===== config.mk =====
export PLATFORM = sky130hd
export DESIGN_NAME = alu_op_issue
export DESIGN_NICKNAME = d
export VERILOG_FILES = /design/src/rtl/alu_ctrl_pkg.sv /design/src/rtl/alu_ctrl_decode.sv /design/src/rtl/alu_op_issue.sv
export SDC_FILE = /design/constraint.sdc
export NUM_CORES = 1
export LEC_CHECK = 0
export ABC_AREA = 1
export ABC_CLOCK_PERIOD_IN_PS = 6340
export CAP_MARGIN = 20
export CELL_PAD_IN_SITES_DETAIL_PLACEMENT = 1
export CELL_PAD_IN_SITES_GLOBAL_PLACEMENT = 2
export CORE_MARGIN = 1
export CORE_UTILIZATION = 29
export DETAILED_ROUTE_END_ITERATION = 8
export PLACE_DENSITY_LB_ADDON = 0.1
export SLEW_MARGIN = 20
export SYNTH_ARGS = -nofsm -noshare
export SYNTH_HDL_FRONTEND = slang
export SYNTH_SLANG_ARGS = --single-unit

===== constraint.sdc =====
create_clock -name clk_i -period 6.34 [get_ports clk_i]
set_input_delay 1.585 -clock clk_i [delete_from_list [all_inputs] [get_ports clk_i]]
set_output_delay 1.585 -clock clk_i [all_outputs]
set_load 0.01 [all_outputs]

===== src/rtl/alu_ctrl_pkg.sv =====
// Shared ALU control encodings: ctrl codes, main-control ALUOp values and R-type funct values.
// Used by the ALU, main control and the ALU op issue buffer.
package alu_ctrl_pkg;

    localparam logic [3:0] ALU_AND  = 4'd0;
    localparam logic [3:0] ALU_OR   = 4'd1;
    localparam logic [3:0] ALU_ADD  = 4'd2;
    localparam logic [3:0] ALU_SUB  = 4'd3;
    localparam logic [3:0] ALU_SLT  = 4'd4;
    localparam logic [3:0] ALU_SLTU = 4'd5;
    localparam logic [3:0] ALU_BNE  = 4'd6;
    localparam logic [3:0] ALU_SLL  = 4'd7;
    localparam logic [3:0] ALU_SLLV = 4'd8;
    localparam logic [3:0] ALU_LUI  = 4'd9;
    localparam logic [3:0] ALU_ORI  = 4'd10;
    localparam logic [3:0] ALU_ILL  = 4'd15;

    localparam logic [2:0] ALUOP_ADD  = 3'b000;
    localparam logic [2:0] ALUOP_SUB  = 3'b001;
    localparam logic [2:0] ALUOP_RTYP = 3'b010;
    localparam logic [2:0] ALUOP_SLT  = 3'b011;
    localparam logic [2:0] ALUOP_BNE  = 3'b100;
    localparam logic [2:0] ALUOP_LUI  = 3'b101;
    localparam logic [2:0] ALUOP_ORI  = 3'b110;
    localparam logic [2:0] ALUOP_SLTU = 3'b111;

    localparam logic [5:0] FUNCT_ADD  = 6'h20;
    localparam logic [5:0] FUNCT_SUB  = 6'h22;
    localparam logic [5:0] FUNCT_AND  = 6'h24;
    localparam logic [5:0] FUNCT_OR   = 6'h25;
    localparam logic [5:0] FUNCT_SLT  = 6'h2A;
    localparam logic [5:0] FUNCT_SLTU = 6'h2B;
    localparam logic [5:0] FUNCT_SLL  = 6'h00;
    localparam logic [5:0] FUNCT_SLLV = 6'h04;

endpackage


===== src/rtl/alu_ctrl_decode.sv =====
// Pure combinational ALUOp/funct -> ALU ctrl decoder.
// Unsupported R-type funct codes map to ALU_ILL with illegal_o set.
module alu_ctrl_decode
    import alu_ctrl_pkg::*;
(
    input  logic [2:0] aluop_i,
    input  logic [5:0] funct_i,
    output logic [3:0] ctrl_o,
    output logic       illegal_o
);

    always_comb begin
        ctrl_o    = ALU_ILL;
        illegal_o = 1'b0;
        case (aluop_i)
            ALUOP_ADD:  ctrl_o = ALU_ADD;
            ALUOP_SUB:  ctrl_o = ALU_SUB;
            ALUOP_SLT:  ctrl_o = ALU_SLT;
            ALUOP_BNE:  ctrl_o = ALU_BNE;
            ALUOP_LUI:  ctrl_o = ALU_LUI;
            ALUOP_ORI:  ctrl_o = ALU_ORI;
            ALUOP_SLTU: ctrl_o = ALU_SLTU;
            default: begin
                case (funct_i)
                    FUNCT_ADD:  ctrl_o = ALU_ADD;
                    FUNCT_SUB:  ctrl_o = ALU_SUB;
                    FUNCT_AND:  ctrl_o = ALU_AND;
                    FUNCT_OR:   ctrl_o = ALU_OR;
                    FUNCT_SLT:  ctrl_o = ALU_SLT;
                    FUNCT_SLTU: ctrl_o = ALU_SLTU;
                    FUNCT_SLL:  ctrl_o = ALU_SLL;
                    FUNCT_SLLV: ctrl_o = ALU_SLLV;
                    default: begin
                        ctrl_o    = ALU_ILL;
                        illegal_o = 1'b1;
                    end
                endcase
            end
        endcase
    end

endmodule


===== src/rtl/alu_op_issue.sv =====
// Decodes ALUOp/funct and issues {ctrl, shamt, operands} to the ALU through a 2-entry buffer.
// Counts accepted beats carrying an unsupported funct (saturating).
module alu_op_issue
    import alu_ctrl_pkg::*;
#(
    parameter int DATA_W   = 32,
    parameter int DEPTH    = 2,
    parameter int ERRCNT_W = 8
) (
    input  logic                clk_i,
    input  logic                rst_i,
    input  logic                valid_i,
    output logic                ready_o,
    input  logic [2:0]          aluop_i,
    input  logic [5:0]          funct_i,
    input  logic [4:0]          shamt_i,
    input  logic [DATA_W-1:0]   src1_i,
    input  logic [DATA_W-1:0]   src2_i,
    output logic                valid_o,
    input  logic                ready_i,
    output logic [3:0]          ctrl_o,
    output logic [4:0]          shamt_o,
    output logic [DATA_W-1:0]   src1_o,
    output logic [DATA_W-1:0]   src2_o,
    output logic                illegal_o,
    output logic [ERRCNT_W-1:0] illegal_cnt_o
);

    // Handshake: a beat moves on a side when its valid and ready are both high at the
    // rising edge; ready_o/valid_o depend only on the registered count.
    logic [3:0]          ctrl_q    [DEPTH];
    logic                illegal_q [DEPTH];
    logic [4:0]          shamt_q   [DEPTH];
    logic [DATA_W-1:0]   src1_q    [DEPTH];
    logic [DATA_W-1:0]   src2_q    [DEPTH];
    logic                head_q, tail_q;
    logic [1:0]          count_q, count_d;
    logic [ERRCNT_W-1:0] illegal_cnt_q;

    logic [3:0] dec_ctrl;
    logic       dec_illegal;
    logic       push, pop, rd_idx;

    alu_ctrl_decode u_decode (
        .aluop_i   (aluop_i),
        .funct_i   (funct_i),
        .ctrl_o    (dec_ctrl),
        .illegal_o (dec_illegal)
    );

    assign ready_o = (count_q < 2'd2);
    assign valid_o = (count_q != 2'd0);
    assign push    = valid_i && ready_o;
    assign pop     = valid_o && ready_i;

    always_comb begin
        count_d = count_q;
        if (push && !pop)
            count_d = count_q + 2'd1;
        else if (pop && !push)
            count_d = count_q - 2'd1;
    end

    always_ff @(posedge clk_i or posedge rst_i) begin
        if (rst_i) begin
            head_q        <= 1'b0;
            tail_q        <= 1'b0;
            count_q       <= 2'd0;
            illegal_cnt_q <= '0;
            for (int i = 0; i < DEPTH; i++) begin
                ctrl_q[i]    <= '0;
                illegal_q[i] <= 1'b0;
                shamt_q[i]   <= '0;
                src1_q[i]    <= '0;
                src2_q[i]    <= '0;
            end
        end else begin
            if (push) begin
                ctrl_q[tail_q]    <= dec_ctrl;
                illegal_q[tail_q] <= dec_illegal;
                shamt_q[tail_q]   <= shamt_i;
                src1_q[tail_q]    <= src1_i;
                src2_q[tail_q]    <= src2_i;
                tail_q            <= ~tail_q;
                if (dec_illegal && (illegal_cnt_q != '1))
                    illegal_cnt_q <= illegal_cnt_q + ERRCNT_W'(1);
            end
            if (pop)
                head_q <= ~head_q;
            count_q <= count_d;
        end
    end

    // When empty the slot behind head is the entry popped last, so outputs keep showing it.
    assign rd_idx        = (count_q == 2'd0) ? ~head_q : head_q;
    assign ctrl_o        = ctrl_q[rd_idx];
    assign illegal_o     = illegal_q[rd_idx];
    assign shamt_o       = shamt_q[rd_idx];
    assign src1_o        = src1_q[rd_idx];
    assign src2_o        = src2_q[rd_idx];
    assign illegal_cnt_o = illegal_cnt_q;

endmodule

==> results of run 1 <==
## cells in the mapped netlist, types with 2 or more instances
master / instances / area (um^2)
o21ai_1: 74 / 370
o21ai_0: 77 / 385
nand3_1: 16 / 80.1
xor2_1: 3 / 26.3
nand2_1: 399 / 1500
clkbuf_1: 10 / 37.5
dfrtp_1: 160 / 4000
buf_2: 29 / 145
a21oi_1: 4 / 20.0
inv_1: 97 / 364
nand4_1: 9 / 56.3
nor2_1: 20 / 75.1
buf_4: 9 / 67.6
o21a_1: 2 / 15.0
xnor2_1: 2 / 17.5
inv_2: 5 / 18.8
ha_1: 2 / 25.0
nor2_2: 3 / 18.8
## routing by layer
layer / wire (um) / global-route usage, % / up-vias
li1: - / - / 3144
met1: 9470 / 21.6 / 3019
met2: 9870 / 27.8 / 103
met4: 165 / 3.95 / 0
met3: 859 / 3.93 / 16
met5: 0 / 0 / -
## sequential cells by signal, indices dropped and copies added (netlist names)
signal         flops
illegal_q          2
ctrl_q             8
tail_q             1
shamt_q           10
head_q             1
count_q            2
src2_q            64
src1_q            64
illegal_cnt_o      8
## cells by family after synthesis
group / share of synthesized area (%)
and+or+nand+nor: 24.4
DFF: 54.8
AOI/OAI and AO/OA: 10.8
buffers and inverters: 8.82
xor gates and xnor gates: 0.822
adders and majority gates: 0.342
## worst max-delay path by stage
stage	endpoint	slack, ps	depth (start not counted)
2_1_floorplan	count_q[0]$_DFFE_PP0P_	440	1
3_3_place_gp	ctrl_o[3]	2490	6
3_5_place_dp	src1_q[7]$_DFFE_PP0P_	2460	5
4_1_cts	ctrl_o[3]	1990	6
5_1_grt	ctrl_o[2]	1810	6
6_report	ctrl_o[3]	2010	6
## cell type report
type / count / area [um^2] / share of cell area, %
inverter: 102 / 388 / 3.97
multi-input combinational: 618 / 2680 / 27.5
timing repair buffer: 172 / 1720 / 17.6
clock buffer: 19 / 443 / 4.54
clock inverter: 13 / 126 / 1.29
tap: 324 / 405 / 4.15
sequential: 160 / 4000 / 41.0
## stage by stage
step | hold slack (ps) | area, um^2 | cells | utilization [%]
2_1_floorplan | 442 | 7310 | 929 | -
3_3_place_gp | 454 | 9200 | 1376 | 37.5
3_5_place_dp | 459 | 9200 | 1376 | 37.5
4_1_cts | 476 | 9770 | 1408 | 39.8
5_1_grt | 491 | 9770 | 1408 | 39.8
6_report | 472 | 9770 | 1408 | 39.8
## power breakdown
| group | leakage (uW) | total, uW | switching [uW] | internal, uW |
|---|---|---|---|---|
| clock | 0.000261 | 1010 | 451 | 558 |
| combinational | 0.00238 | 2860 | 1550 | 1310 |
| sequential | 0.00199 | 1680 | 190 | 1490 |
| total | 0.00463 | 5550 | 2190 | 3360 |
## worst max-delay path: stages, from the launching register on
cell and delay, ps:
dfrtp_1 420, nor2_2 240, xor2_4 180, buf_12 520, nand2_1 100, o21ai_1 190
clkdlybuf4s50_1 600
## placed cells by master (no fill, tap or decap), types with 3 or more instances in the layout
| master | instances |
|---|---|
| clkdlybuf4s50_1 | 165 |
| inv_6 | 5 |
| clkbuf_16 | 17 |
| xor2_1 | 3 |
| nand3_1 | 16 |
| a21oi_1 | 4 |
| dfrtp_1 | 160 |
| nor2_4 | 3 |
| buf_4 | 6 |
| nor2_1 | 19 |
| clkinvlp_4 | 6 |
| o21ai_1 | 74 |
| nand4_1 | 9 |
| inv_1 | 96 |
| o21ai_0 | 77 |
| inv_2 | 5 |
| nand2_1 | 399 |
==> flow_metrics.py, run 1 <==
metrics = {
    "critical_path": {
        "r2r-start": "count_q[1]$_DFFE_PP0P_",
        "worst_setup_path_start_kind": "register",
        "crit_type": "register to primary output",
        "ff2ff_path_depth": 5,
        "r2r_end": "src1_q[7]$_DFFE_PP0P_",
        "critPathLaunch": "count_q[0]$_DFFE_PP0P_",
        "arrival_ps": 2740,
        "cp_max_fo": 148,
        "worstSetupEndpointType": "primary output",
        "r2r_slack_ps": 4100,
        "required_ps": 4760,
    },
    "sta": {
        "finalSetupViolCount": 0,
        "rsz0062_at_grt": "no",
        "fmax_ghz": 0.231,
        "maxSlewViolCount": 0,
        "slew_headroom_pct": 35.6,
        "finalHoldViolations": 0,
        "fin_tns_setup_ps": 0,
        "tightest_slew_ps": 965,
        "fin_crit_ps": 4330,
        "final.setup_skew_ps": 13.4,
        "worst_slack_ps": 2010,
        "finalCritPeriodShare_pct": 68.2,
    },
    "clock_tree": {
        "h-tree-depth": 4,
        "cts_setup_buffers": 0,
        "cts-root-buf": "clkbuf_16",
        "hold_buffers": 0,
        "path_clk_slew_ps": 70,
        "cts_inserted_buffers": 17,
        "tritoncts": "built",
        "clock-sinks": 160,
        "clk-insertion-delay-late_ps": 430,
        "cts_resized": 0,
        "ctsLongestPathBuffers": 2,
    },
    "detailed_routing": {
        "ant_nets": 0,
        "dr.pass1.iters": 4,
        "viasPerCell": 4.46,
        "drc_errors": 0,
        "wl_per_cell_um": 14.5,
        "num_vias": 6282,
        "drt_wl_total_um": 20400,
        "drt_iter0_drc": 341,
    },
    "worst_hold_path": {
        "hp-start": "src2_q[35]$_DFFE_PP0P_",
        "holdPathStages": 2,
        "holdPathEnd": "src2_q[35]$_DFFE_PP0P_",
        "worstHoldPathType": "register to register",
    },
    "yosys": {
        "yosysWarnings": 0,
        "synth_edf_count": 0,
        "synth-seq-cells": 160,
        "synthCells": 929,
        "seq_area_frac_synth_pct": 54.8,
        "synthFlopType": "dfrtp_1",
        "syn-num-nets": 1013,
        "synth.distinct_cells": 26,
        "synth_area_mm2": 0.00731,
        "avgSynthCellArea_um2": 7.87,
        "async_reset_ff_share_pct": 100,
    },
    "floorplanning": {
        "rows": 57,
        "start_util_pct": 29.8,
        "die_w_um": 161,
        "core_area_mm2": 0.0245,
        "io_pins": 166,
        "dieArea_mm2": 0.0258,
        "die_h_um": 161,
    },
    "outcome": {
        "status": "completed",
    },
    "power_and_ir_drop": {
        "p_per_area_mw_per_mm2": 569,
        "power.total_uw": 5550,
        "peakVddDrop_v": 0.000516,
        "leakage_uw": 0.00463,
    },
    "grt": {
        "gr-usage-all-layers_pct": 16.6,
        "globalRouteOverflowTotal": 0,
        "grt_max_degree": 149,
        "antenna_found_initial": 0,
        "grt_pass1_wl_um": 33700,
        "first_global_vias": 6441,
    },
    "finish": {
        "diodes": 0,
        "synthToLayoutAreaGrowth_pct": 33.6,
        "final.fill_count": 2995,
        "nets": 1155,
        "drive_above_1_share_pct": 4.98,
    },
    "placed_design": {
        "post-dp-hpwl_um": 12800,
        "gp_congestion": 0.717,
        "portBuffers": 165,
        "dp_slack_ps": 2460,
    },
    "flow_run": {
        "cap_violations": 0,
    },
}
(Power assumes the default switching activity.)
==> run 2: changes to the inputs <==
Settings changed: ABC_CLOCK_PERIOD_IN_PS 6340 to 4300.
Clock period 6.34 ns to 4.3 ns, I/O delays scaled along.
==> flow_metrics.py, run 2 (synthesized netlist as in run 1, its figures left out) <==
metrics = {
    "critical_path": {
        "arrival_ps": 2550,
        "path_buf_inv": 2,
        "worst_setup_path_start_kind": "register",
        "crit_family": "buffers and inverters",
        "path_cells": "nor2_2 > xor2_4 > buf_12 > nand2_1 > o21ai_1 > clkdlybuf4s50_1",
        "worstSetupEndpointType": "primary output",
        "crit_type": "register to primary output",
        "slowest_stage": "clkdlybuf4s50_1",
        "required_ps": 3220,
        "cp_max_fo": 78,
        "slowest_delay_ps": 580,
    },
    "clock_tree": {
        "clk-insertion-delay-late_ps": 420,
        "h-tree-depth": 4,
        "tritoncts": "built",
        "ctsLongestPathBuffers": 2,
        "cts-root-buf": "clkbuf_16",
        "clock-sinks": 160,
        "cts_inserted_buffers": 17,
        "hold_buffers": 0,
        "path_clk_slew_ps": 70,
        "cts_resized": 0,
        "cts_setup_buffers": 0,
    },
    "finish": {
        "diodes": 0,
        "drive_above_1_share_pct": 4.98,
        "seq_area_mm2": 0.00400,
        "final.fill_count": 2968,
        "reg_top3": "src1_q (64), src2_q (64), shamt_q (10)",
        "multi_input_area_mm2": 0.00268,
        "final_common_cell": "nand2_1",
        "synthToLayoutAreaGrowth_pct": 34.5,
        "most-common-layout-cells": "nand2_1 (399), clkdlybuf4s50_1 (165), dfrtp_1 (160)",
        "nets": 1155,
    },
    "detailed_routing": {
        "ant_nets": 0,
        "drt_iter0_drc": 354,
        "dr.pass1.iters": 4,
        "drt_wl_total_um": 20200,
        "viasPerCell": 4.47,
        "wl_per_cell_um": 14.4,
        "drc_errors": 0,
        "num_vias": 6293,
    },
    "sta": {
        "final.setup_skew_ps": 10.5,
        "finalHoldViolations": 0,
        "tightest_slew_ps": 904,
        "finalSetupViolCount": 0,
        "slew_headroom_pct": 39.7,
        "fin_tns_setup_ps": 0,
        "fmax_ghz": 0.276,
        "maxSlewViolCount": 0,
        "rsz0062_at_grt": "no",
        "finalCritPeriodShare_pct": 84.3,
        "worst_slack_ps": 677,
        "fin_crit_ps": 3620,
    },
    "floorplanning": {
        "die_w_um": 161,
        "core_area_mm2": 0.0245,
        "dieArea_mm2": 0.0258,
        "die_h_um": 161,
        "rows": 57,
        "start_util_pct": 29.8,
        "io_pins": 166,
    },
    "grt": {
        "grt_use_met2_pct": 25.7,
        "grt.busiest_layer": "met2",
        "grt_pass1_wl_um": 33200,
        "antenna_found_initial": 0,
        "gr-usage-all-layers_pct": 16.3,
        "grt_max_degree": 161,
        "globalRouteOverflowTotal": 0,
        "first_global_vias": 6160,
        "grtUsageMet3_pct": 3.28,
        "grtUsageMet1_pct": 22.8,
    },
    "power_and_ir_drop": {
        "leakage_uw": 0.00465,
        "peakVddDrop_v": 0.000482,
        "p_per_area_mw_per_mm2": 845,
    },
    "placed_design": {
        "gp_congestion": 0.697,
        "portBuffers": 165,
        "dp_slack_ps": 1130,
        "post-dp-hpwl_um": 12800,
    },
    "flow_run": {
        "cap_violations": 0,
    },
    "outcome": {
        "status": "completed",
    },
    "worst_hold_path": {
        "worstHoldPathType": "register to register",
    },
}
-- run 2: cell types whose count changed in the layout (fill, tap and decap cells not counted), sizes merged --
cell / previous run / this run
inv: 107 / 105
clkinv: 1 / 2
bufinv: 1 / 2
-- run 2: routing by layer --
layer / share of wire, % / vias to the layer above
li1: - / 3154
met1: 50 / 3025
met2: 46 / 110
met3: 3.7 / 4
met4: 0.45 / 0
met5: 0 / -
-- run 2: cell type report --
class,count,share of cell area (%)
clock buffer,19,4.51
timing repair buffer,172,17.8
tap,324,4.12
clock inverter,13,1.58
inverter,102,3.93
sequential,160,40.7
multi-input combinational,618,27.3
-- run 2: where the power goes --
group,internal [uW],switching [uW],leakage (uW)
clock,885,657,0.000276
sequential,2200,296,0.00199
combinational,1980,2280,0.00239
-- run 2: path summary, 6_finish.rpt --
path / from / end / slack, ps / cells after the start
max: count_q[0]$_DFFE_PP0P_ / shamt_o[0] / 680 / 6
min: src1_q[33]$_DFFE_PP0P_ / src1_q[33]$_DFFE_PP0P_ / 470 / 2
max reg2reg: count_q[1]$_DFFE_PP0P_ / ctrl_q[4]$_DFFE_PP0P_ / 2280 / 7
min reg2reg: src1_q[33]$_DFFE_PP0P_ / src1_q[33]$_DFFE_PP0P_ / 470 / 2
max in group asynchronous: rst_i / ctrl_q[6]$_DFFE_PP0P_ / 2370 / 3
min in group asynchronous: rst_i / src1_q[2]$_DFFE_PP0P_ / 1270 / 3
-- run 2: worst reg2reg max path, cell delays in order, from the launching register on --
cell	delay (ps)
dfrtp_1	400
inv_2	90
nand2_2	160
nor2_4	140
buf_4	700
nand2_1	190
nor2_1	170
nor2_1	50
-- run 2: metrics by stage --
step	total power [uW]	hold WS [ps]	area, um^2	std cells	util (%)
2_1_floorplan	4750	442	7310	929	-
3_3_place_gp	6830	455	9230	1376	37.6
3_5_place_dp	6870	459	9230	1376	37.6
4_1_cts	8480	475	9830	1408	40.1
5_1_grt	8990	485	9830	1408	40.1
6_report	8300	470	9830	1408	40.1
